[config.mk]
export PLATFORM = sky130hd
export DESIGN_NAME = imem_dmem_arbiter
export DESIGN_NICKNAME = d
export VERILOG_FILES = /design/src/rtl/imem_dmem_arbiter.sv
export SDC_FILE = /design/constraint.sdc
export NUM_CORES = 1
export LEC_CHECK = 0
export CAP_MARGIN = 15
export CORE_ASPECT_RATIO = 0.5
export CORE_MARGIN = 8
export CORE_UTILIZATION = 21
export CTS_CLUSTER_DIAMETER = 200
export CTS_CLUSTER_SIZE = 24
export DETAILED_ROUTE_END_ITERATION = 12
export HOLD_SLACK_MARGIN = 0.1
export PLACE_DENSITY = 0.95
export SETUP_SLACK_MARGIN = 0.4
export SYNTH_ARGS = -nofsm -noshare
export SYNTH_HDL_FRONTEND = slang
export SYNTH_SLANG_ARGS = --single-unit
[constraint.sdc]
create_clock -name clk -period 1.8 [get_ports clk]
set_clock_uncertainty 0.05 [all_clocks]
set_input_delay 0.45 -clock clk [delete_from_list [all_inputs] [get_ports clk]]
set_output_delay 0.45 -clock clk [all_outputs]
set_load 0.03 [all_outputs]
[src/rtl/imem_dmem_arbiter.sv]
// Round-robin arbiter sharing one memory port between instruction fetch (IF)
// and data load/store (D). Grants are combinational; read responses are
// steered back to the issuing master through a tag pipeline RD_LAT deep.
module imem_dmem_arbiter #(
  parameter int ADDR_W = 32,
  parameter int DATA_W = 32,
  parameter int RD_LAT = 1
) (
  input  logic                clk,
  input  logic                rst_n,
  input  logic                if_req_i,
  input  logic [ADDR_W-1:0]   if_addr_i,
  output logic                if_gnt_o,
  output logic                if_rvalid_o,
  output logic [DATA_W-1:0]   if_rdata_o,
  input  logic                d_req_i,
  input  logic                d_we_i,
  input  logic [DATA_W/8-1:0] d_be_i,
  input  logic [ADDR_W-1:0]   d_addr_i,
  input  logic [DATA_W-1:0]   d_wdata_i,
  output logic                d_gnt_o,
  output logic                d_rvalid_o,
  output logic [DATA_W-1:0]   d_rdata_o,
  output logic                mem_en_o,
  output logic                mem_we_o,
  output logic [DATA_W/8-1:0] mem_be_o,
  output logic [ADDR_W-1:0]   mem_addr_o,
  output logic [DATA_W-1:0]   mem_wdata_o,
  input  logic [DATA_W-1:0]   mem_rdata_i
);

  localparam int LAST = RD_LAT - 1;

  logic              rr_ptr;
  logic              if_win;
  logic              d_win;
  logic [RD_LAT-1:0] tag_vld_p;
  logic [RD_LAT-1:0] tag_id_p;
  logic [RD_LAT-1:0] tag_we_p;

  // Pick one master per cycle; rr_ptr breaks ties, reset forces no grant.
  always_comb begin
    if_win = 1'b0;
    d_win  = 1'b0;
    if (rst_n) begin
      if (if_req_i && (!d_req_i || !rr_ptr)) begin
        if_win = 1'b1;
      end else if (d_req_i) begin
        d_win = 1'b1;
      end
    end
  end

  assign if_gnt_o = if_win;
  assign d_gnt_o  = d_win;
  assign mem_en_o = if_win | d_win;

  // Steer the granted master's request fields onto the memory port.
  always_comb begin
    mem_we_o    = 1'b0;
    mem_be_o    = '0;
    mem_addr_o  = '0;
    mem_wdata_o = '0;
    if (if_win) begin
      mem_be_o   = '1;
      mem_addr_o = if_addr_i;
    end else if (d_win) begin
      mem_we_o    = d_we_i;
      mem_be_o    = d_be_i;
      mem_addr_o  = d_addr_i;
      mem_wdata_o = d_wdata_i;
    end
  end

  // After any grant, prefer the other master next time; hold when idle.
  always_ff @(posedge clk or negedge rst_n) begin
    if (!rst_n) begin
      rr_ptr <= 1'b0;
    end else if (if_win) begin
      rr_ptr <= 1'b1;
    end else if (d_win) begin
      rr_ptr <= 1'b0;
    end
  end

  // Tag pipeline: {valid, id, we} tracks each access until its data returns.
  always_ff @(posedge clk or negedge rst_n) begin
    if (!rst_n) begin
      tag_vld_p <= '0;
      tag_id_p  <= '0;
      tag_we_p  <= '0;
    end else begin
      tag_vld_p[0] <= mem_en_o;
      tag_id_p[0]  <= d_win;
      tag_we_p[0]  <= d_win & d_we_i;
      for (int i = 1; i < RD_LAT; i++) begin
        tag_vld_p[i] <= tag_vld_p[i-1];
        tag_id_p[i]  <= tag_id_p[i-1];
        tag_we_p[i]  <= tag_we_p[i-1];
      end
    end
  end

  // Route returning data to its owner; write acknowledges carry zero data.
  always_comb begin
    if_rvalid_o = tag_vld_p[LAST] & ~tag_id_p[LAST];
    d_rvalid_o  = tag_vld_p[LAST] & tag_id_p[LAST];
    if_rdata_o  = if_rvalid_o ? mem_rdata_i : '0;
    d_rdata_o   = (d_rvalid_o && !tag_we_p[LAST]) ? mem_rdata_i : '0;
  end

endmodule

==> out/metrics.cfg, run 1 <==
[timing]
worst_slew_pin_slew_ps=236
fmax_mhz=503
setup_tns_ps=-11680
whs_ps=117
hold_viol=0
rsz0062_at_grt=yes
finalSetupViolCount=115
post-route-period-util_pct=110
worst_slack_ps=-188
worst_slew_margin_rel_pct=84.3
drv_slew=0
period_needed_ps=1990

[detailed_routing]
drt_wl_total_um=13200
postRouteAntennaNets=0
routed_via_density=4.54
vias=2841
wl_per_cell_um=21.1
drtIter0Drc=113
drc_errors=0
drt_pass1_iterations=4

[clock_tree]
cts_tree=done
clock_latency_ps=230
path_clk_slew_ps=30
clkSinkCount=4
htreeDepth=1
clockBufferDepth=2
cts_root_buffer=clkbuf_16
cts_made_buffers=3

[placement]
hpwl_um=9360
io_buffers=274
gp_congestion=0.796
place_inst=607

[job]
drv_cap=0

[status]
violations=negative setup slack
status=finished, violations left

[pwr]
power_leakage_nw=2.50
finalPower_mw=2.33
peakVddDrop_v=0.000405
power.density_nw_per_um2=407

[grt]
antenna_found_initial=0
grt_pass1_wl_um=17900
grt_overflow=0
grt_max_degree=46
grt_pass1_vias=3053
groute.usage.overall_pct=22.7

[die]
dieArea_sq_um=10100
die_h_um=75.2
start_util_pct=21.9
rows=21
ioPinCount=275
die_w_um=134
coreArea_sq_um=6730

[worst_setup_path]
worstSetupEndpointType=output pin
crit-reg2reg-launch=rr_ptr
arrival_ps=1490
critPathLaunch=rr_ptr
critPathMaxFanout=7
required_ps=1300
critPathKind=reg -> out
start_kind=flop

[finish]
nets=673
regArea_sq_um=100
insertedDiodeCount=0
finalNonFillerCells=626
multiInputGateArea_sq_um=1970
fin_util_pct=85.4
n_fill_cell=354
drive_gt1_share_pct=62.2
area_growth_pct=290

[logic_synthesis]
avgSynthCellArea_sq_um=6.04
synthCells=244
synth.largest_area_cell=and2_1
synth_largest_type_area_fraction_pct=29.7
synth_area_leaders=and2_1, nand2_1, and2_4
seq_area_frac_synth_pct=6.79
syn-num-nets=381
yosys.cell_types.count=19
synth_seq_cells=4
synth_area_sq_um=1470
yosysWarnings=0

[worst_hold_path]
min_path_type=in -> async

==> placed cells by master, fill, tap and decap left out <==
master	instances
nand2_2	7
clkbuf_16	7
nor2_1	1
dlygate4sd3_1	1
nand2_8	1
buf_4	10
buf_2	2
nor2_4	2
and2b_4	4
buf_16	3
nand2_4	2
clkinvlp_4	1
nor2b_4	1
buf_6	141
and3_4	1
a21oi_4	1
a31oi_1	1
nand2b_4	1
clkdlybuf4s50_1	131
dlygate4sd2_1	2
nand2_1	61
a21oi_2	3
a21oi_1	1
o22ai_4	31
and2_4	99
dfrtp_1	4
buf_8	1
buf_12	13
o22ai_2	1
==> synth_stat cells (all sizes together) <==
| master | count |
|---|---|
| a21oi | 5 |
| a31oi | 1 |
| and2 | 99 |
| and2b | 1 |
| and3 | 1 |
| buf | 16 |
| clkbuf | 8 |
| dfrtp | 4 |
| inv | 1 |
| nand2 | 71 |
| nand2b | 1 |
| nor2 | 3 |
| nor2b | 1 |
| o22ai | 32 |
==> sequential cells by signal, summed over array words and instances, names as in the netlist <==
name       flops
tag_we_p       1
rr_ptr         1
tag_vld_p      1
tag_id_p       1
==> path summary, 6_finish.rpt <==
check                      cells past startpoint              to  slack (ps)
setup / recovery                               7  mem_addr_o[27]        -190
hold reg to reg                                2          rr_ptr         590
setup reg to reg                               5        tag_we_p         420
max in group asynchronous                      3        tag_id_p         900
min in group clk                               3          rr_ptr         490
hold / removal                                 2          rr_ptr         120
==> worst max-delay path: stages, from the launching register on <==
cell and delay [ps]:
dfrtp_1 400, buf_6 140, nand2_4 80, nand2_8 100
buf_12 150, buf_16 140, o22ai_4 100, buf_6 150
==> layout make-up <==
type                            count  area share (%)
Sequential cell                     4            1.74
Timing Repair Buffer              308            60.4
Inverter                            1           0.131
Clock buffer                        3            1.31
Multi-Input combinational cell    218            34.4
Tap cell                           92            2.00
==> timing repair <==
action,4_1_cts,5_1_grt
hold buffers,1,0
setup endpoints to repair,140,138
hold endpoints to repair,3,0
cloned,6,5
pin swaps,3,13
setup buffers,3,1
resized for setup,167,16
==> power breakdown <==
group | internal [mW] | switching (mW) | total, mW
logic | 0.997 | 0.880 | 1.88
clock network | 0.284 | 0.0665 | 0.351
registers | 0.0990 | 0.00786 | 0.107
total | 1.38 | 0.954 | 2.33
==> layer usage <==
metal  up-vias  global-route usage (%)  routed length (um)
met3        14                    6.06                 835
li1       1376                       -                   -
met1      1344                    22.7                4600
met4         0                    4.07                 135
met2       107                    47.3                7640
met5         -                       0                   0
==> logic make-up after synthesis <==
logic type | share of synthesized area, %
AOI/OAI and AO/OA | 15.7
buffers and inverters | 9.93
DFF | 6.79
and+or+nand+nor | 67.6
==> metrics by stage <==
step / setup WS, ps / instance area [sq um]
after detailed placement: -525 / 4800
after global routing: -239 / 5740
final: -188 / 5740
after CTS: -161 / 5570
after global placement: -472 / 4800
after floorplan: 135 / 2250
Power figures use the tool's default switching activity.
==> run 2: changes to the inputs <==
--- a/config.mk
+++ b/config.mk
@@ -6,14 +6,17 @@
 export NUM_CORES = 1
 export LEC_CHECK = 0
 export CAP_MARGIN = 15
+export CELL_PAD_IN_SITES_DETAIL_PLACEMENT = 1
+export CELL_PAD_IN_SITES_GLOBAL_PLACEMENT = 1
 export CORE_ASPECT_RATIO = 0.5
-export CORE_MARGIN = 8
-export CORE_UTILIZATION = 21
+export CORE_MARGIN = 5
+export CORE_UTILIZATION = 11
 export CTS_CLUSTER_DIAMETER = 200
 export CTS_CLUSTER_SIZE = 24
 export DETAILED_ROUTE_END_ITERATION = 12
 export HOLD_SLACK_MARGIN = 0.1
-export PLACE_DENSITY = 0.95
+export PLACE_DENSITY = 0.94
+export RECOVER_POWER = 50
 export SETUP_SLACK_MARGIN = 0.4
 export SYNTH_ARGS = -nofsm -noshare
 export SYNTH_HDL_FRONTEND = slang
==> run 2 against run 1 <==
- the flow still finishes with violations (negative setup slack)
- sequential share of layout area decreased by 0.059 points
- worst setup slack improved by 21 ps
- final cell count increased by 14%
- clock-buffer cell count unchanged
- critical path type unchanged
- hold slack improved by 27 ps
- critical path depth decreased by 1
- fmax increased by 1.1%
==> out/metrics.cfg, run 2 (synthesis results as in run 1) <==
[timing]
worst_slew_margin_rel_pct=87.7
rsz0062_at_grt=yes
post-route-period-util_pct=109
period_needed_ps=1970
fmax_mhz=509
finalSetupViolCount=134
drv_slew=0
worst_slew_pin_slew_ps=184
worst_slack_ps=-167
hold_viol=0

[finish]
finalNonFillerCells=713
n_fill_cell=1410
fin_area_sq_um=5940
final_common_cell=buf_6
final_cell_mix=buf_6, clkdlybuf4s50_1, and2_4
area_growth_pct=303
nets=681
regArea_sq_um=100
drive_gt1_share_pct=60.7
fin_util_pct=46.1
multiInputGateArea_sq_um=1970

[placement]
hpwl_um=10900
gp_congestion=0.841
post_dp_cell_area_sq_um=5050
io_buffers=274
place_inst=693

[pwr]
finalPower_mw=2.37
peakVddDrop_v=0.000263
power_leakage_nw=2.53
power.density_nw_per_um2=399

[grt]
grt_pass1_vias=3272
grt_pass1_wl_um=20100
antenna_found_initial=1
grt_max_degree=43
grt_overflow=0
groute.usage.overall_pct=16.3

[die]
start_util_pct=11.4
die_h_um=91.9
ioPinCount=275
dieArea_sq_um=16000
die_w_um=174
rows=29
coreArea_sq_um=12900

[detailed_routing]
vias=2877
routed_via_density=4.04
drc_errors=0
drt_pass1_iterations=4
wl_per_cell_um=20.1
drt_wl_total_um=14400
drtIter0Drc=70
postRouteAntennaNets=0

[worst_setup_path]
arrival_ps=1470
timing.rr.end=tag_we_p
required_ps=1300
critPathKind=reg -> out
reg2reg_slack_ps=460
crit-reg2reg-launch=rr_ptr
critPathMaxFanout=7
start_kind=flop
worstSetupEndpointType=output pin
rr_worst_depth=5

[status]
status=finished, violations left
violations=negative setup slack

[clock_tree]
htreeDepth=1
cts_root_buffer=clkbuf_16
cts_tree=done
path_clk_slew_ps=30
clkSinkCount=4
cts_made_buffers=3
clock_latency_ps=230
clockBufferDepth=2

[worst_hold_path]
min_path_type=in -> async

[job]
drv_cap=0

run 2: changes by cell type in the layout (fill, tap and decap cells not counted), sizes merged:
cell           before  now
dlygate4sd2         2    0
diode               0    1
clkbuf              7    6
clkdlybuf4s50     131  133
buf               170  179
run 2: timing repair:
item                                    in CTS  in global routing
setup buffers                                2                  5
pin swaps                                   26                 38
endpoints found under the setup margin     140                138
hold buffers                                 0                  1
gates cloned                                 6                  2
gates resized for setup                    162                 17
hold endpoints to repair                     0                  3
run 2: per-stage QoR:
| stage | hold slack [ps] | setup TNS (ps) | worst slack (ps) |
|---|---|---|---|
| floorplan | 104 | 0 | 135 |
| global route | 150 | -18350 | -223 |
| finish | 144 | -11290 | -167 |
| global placement | 446 | -35760 | -458 |
| detailed placement | 445 | -39670 | -510 |
| CTS | 206 | -9540 | -155 |
run 2: worst max path at each step:
| stage | start | to | slack [ps] | cells after the start |
|---|---|---|---|---|
| 2_1_floorplan | d_req_i | mem_wdata_o[21] | 140 | 5 |
| 3_3_place_gp | d_req_i | mem_addr_o[9] | -460 | 5 |
| 3_5_place_dp | d_req_i | mem_addr_o[5] | -510 | 5 |
| 4_1_cts | rr_ptr | mem_addr_o[5] | -150 | 6 |
| 5_1_grt | rr_ptr | mem_addr_o[10] | -220 | 6 |
| 6_report | rr_ptr | mem_be_o[3] | -170 | 6 |
run 2: where the power goes:
group | internal (mW) | switching (mW)
sequential | 0.0990 | 0.00725
clock | 0.285 | 0.0702
combinational | 1.01 | 0.898
run 2: critical path: stages (launching register included):
cell     delay, ps
dfrtp_1        390
buf_4          160
nand2_2        110
nand2_8        110
buf_12         170
a21oi_4        140
buf_6          150
run 2: layer usage:
metal	up-vias	share of wire (%)	global-route usage (%)
met1	1397	33	15.3
met5	-	0	0
met4	0	2.9	4.34
met2	73	62	36.8
met3	24	2.6	2.01
li1	1383	-	-
run 2: layout make-up:
class                           count  area share [%]
Antenna cell                        1          0.0421
Clock buffer                        3            1.26
Inverter                            1           0.126
Multi-Input combinational cell    218            33.2
Sequential cell                     4            1.68
Tap cell                          170            3.58
Timing Repair Buffer              316            60.1
==> run 3: changes to the inputs <==
--- a/config.mk
+++ b/config.mk
@@ -9,7 +9,7 @@
 export CELL_PAD_IN_SITES_DETAIL_PLACEMENT = 1
 export CELL_PAD_IN_SITES_GLOBAL_PLACEMENT = 1
 export CORE_ASPECT_RATIO = 0.5
-export CORE_MARGIN = 5
+export CORE_MARGIN = 1
 export CORE_UTILIZATION = 11
 export CTS_CLUSTER_DIAMETER = 200
 export CTS_CLUSTER_SIZE = 24
@@ -21,3 +21,4 @@
 export SYNTH_ARGS = -nofsm -noshare
 export SYNTH_HDL_FRONTEND = slang
 export SYNTH_SLANG_ARGS = --single-unit
+export TNS_END_PERCENT = 5
==> run 3 against run 2 <==
- the flow finishes with violations (design-rule violations, negative setup slack)
- non-clock buffer count fell by 14
- sequential share of layout area grew 0.090 points
- highest routed layer unchanged
- first-iteration DRC count decreased by 11%
- final area decreased by 5.1%
- via count fell by 2.5%
==> out/metrics.cfg, run 3 (synthesis results as in run 1) <==
[placement]
io_buffers=274
gp_congestion=0.793
hpwl_um=9340

[timing]
post-route-period-util_pct=110
worst_slew_pin_slew_ps=347
rsz0062_at_grt=yes
worst_slack_ps=-182
fmax_mhz=504
finalSetupViolCount=104
drv_slew=0
worst_slew_margin_rel_pct=76.8
hold_viol=0
period_needed_ps=1980

[clock_tree]
cts_tree=done
clkSinkCount=4
clock_latency_ps=230
path_clk_slew_ps=30
cts_made_buffers=3
htreeDepth=1
cts_root_buffer=clkbuf_16
clockBufferDepth=2

[die]
start_util_pct=11.4
coreArea_sq_um=12900
rows=29
die_h_um=83.9
ioPinCount=275
dieArea_sq_um=13900
die_w_um=166

[pwr]
combPwrFrac_pct=79.5
power.density_nw_per_um2=400
switching_share_pct=41.3
peakVddDrop_v=0.000243
finalPower_mw=2.26
power_leakage_nw=2.41
intPower_mw=1.32
net-switching-power_mw=0.931
p_seq_share_pct=4.7
power.share.clock_pct=15.9

[status]
status=finished, violations left
violations=design-rule violations, negative setup slack

[finish]
insertedDiodeCount=0
drive_gt1_share_pct=59.4
fin_util_pct=43.8
multiInputGateArea_sq_um=1900
final_common_cell=clkdlybuf4s50_1
nets=664
n_fill_cell=1416
regArea_sq_um=100
area_growth_pct=283
final_cell_mix=clkdlybuf4s50_1, buf_6, and2_4

[grt]
grt_max_degree=49
groute.usage.overall_pct=17.1
grt_pass1_vias=3209
grt_pass1_wl_um=18300
antenna_found_initial=0
grt_overflow=0

[detailed_routing]
routed_via_density=4.03
postRouteAntennaNets=0
drc_errors=16
wl_per_cell_um=17.4
drt_wl_total_um=12100
vias=2804
drt_pass1_iterations=9
drtIter0Drc=62

[job]
drv_cap=0

[worst_setup_path]
worstSetupEndpointType=output pin
crit-reg2reg-launch=rr_ptr
reg2reg_slack_ps=490
endpoint=mem_wdata_o[6]
critPathKind=reg -> out
critPathMaxFanout=11
timing.rr.end=tag_we_p
rr_worst_depth=4
critPathLaunch=rr_ptr
arrival_ps=1480
required_ps=1300
start_kind=flop

[worst_hold_path]
min_path_type=in -> async

## run 3: critical path: stages, from the launching register on
cell	delay, ps
dfrtp_1	370
nand2b_4	150
and3_4	280
clkbuf_16	190
and2_4	140
buf_6	120
## run 3: what timing repair did
item                                    4_1_cts  5_1_grt
cloned                                        1        1
pin swaps                                    69       26
buffers inserted                              1        2
endpoints found under the setup margin      141      138
hold buffers                                  0        0
endpoints found under the hold margin         0        0
gates resized for setup                     174        4
## run 3: final cells by class
cell class,instances,share of cell area [%]
repair buffers,302,59.4
inverters,1,0.0666
multi-input cells,215,33.6
clock buffers,3,1.33
flip-flops and latches,4,1.78
well taps,170,3.77
## run 3: stage by stage
step / worst slack [ps] / setup TNS (ps) / hold WS [ps] / std cells / instance area, sq um
after CTS: -138 / -10040 / 210 / 692 / 5580
after detailed placement: -523 / -34900 / 446 / 687 / 4900
final: -182 / -12540 / 200 / 695 / 5640
after global routing: -219 / -17450 / 225 / 695 / 5640
after floorplan: 135 / 0 / 104 / 244 / 2090
after global placement: -466 / -31450 / 457 / 687 / 4900
## run 3: how the worst min path moves through the flow
stage | cells past startpoint | end | slack, ps | from
6_report | 2 | rr_ptr | 200 | rst_n
5_1_grt | 2 | rr_ptr | 230 | rst_n
4_1_cts | 2 | rr_ptr | 210 | rst_n
3_5_place_dp | 2 | rr_ptr | 450 | rst_n
3_3_place_gp | 2 | rr_ptr | 460 | rst_n
2_1_floorplan | 0 | rr_ptr | 100 | rst_n
## run 3: per-layer routing
layer | vias up | global-route usage (%) | routed length, um
met5 | - | 0 | 0
met4 | 0 | 7.31 | 463
met1 | 1336 | 16.2 | 3950
met2 | 87 | 36.7 | 7320
li1 | 1349 | - | -
met3 | 32 | 2.23 | 338
## run 3: power groups by stage
stage	sequential (mW)	combinational (mW)	clock, mW
final	0.105	1.79	0.358
after global routing	0.105	1.87	0.371
after CTS	0.103	1.77	0.360
after detailed placement	0.104	1.59	0
after global placement	0.103	1.55	0
after floorplan	0.105	0.865	0
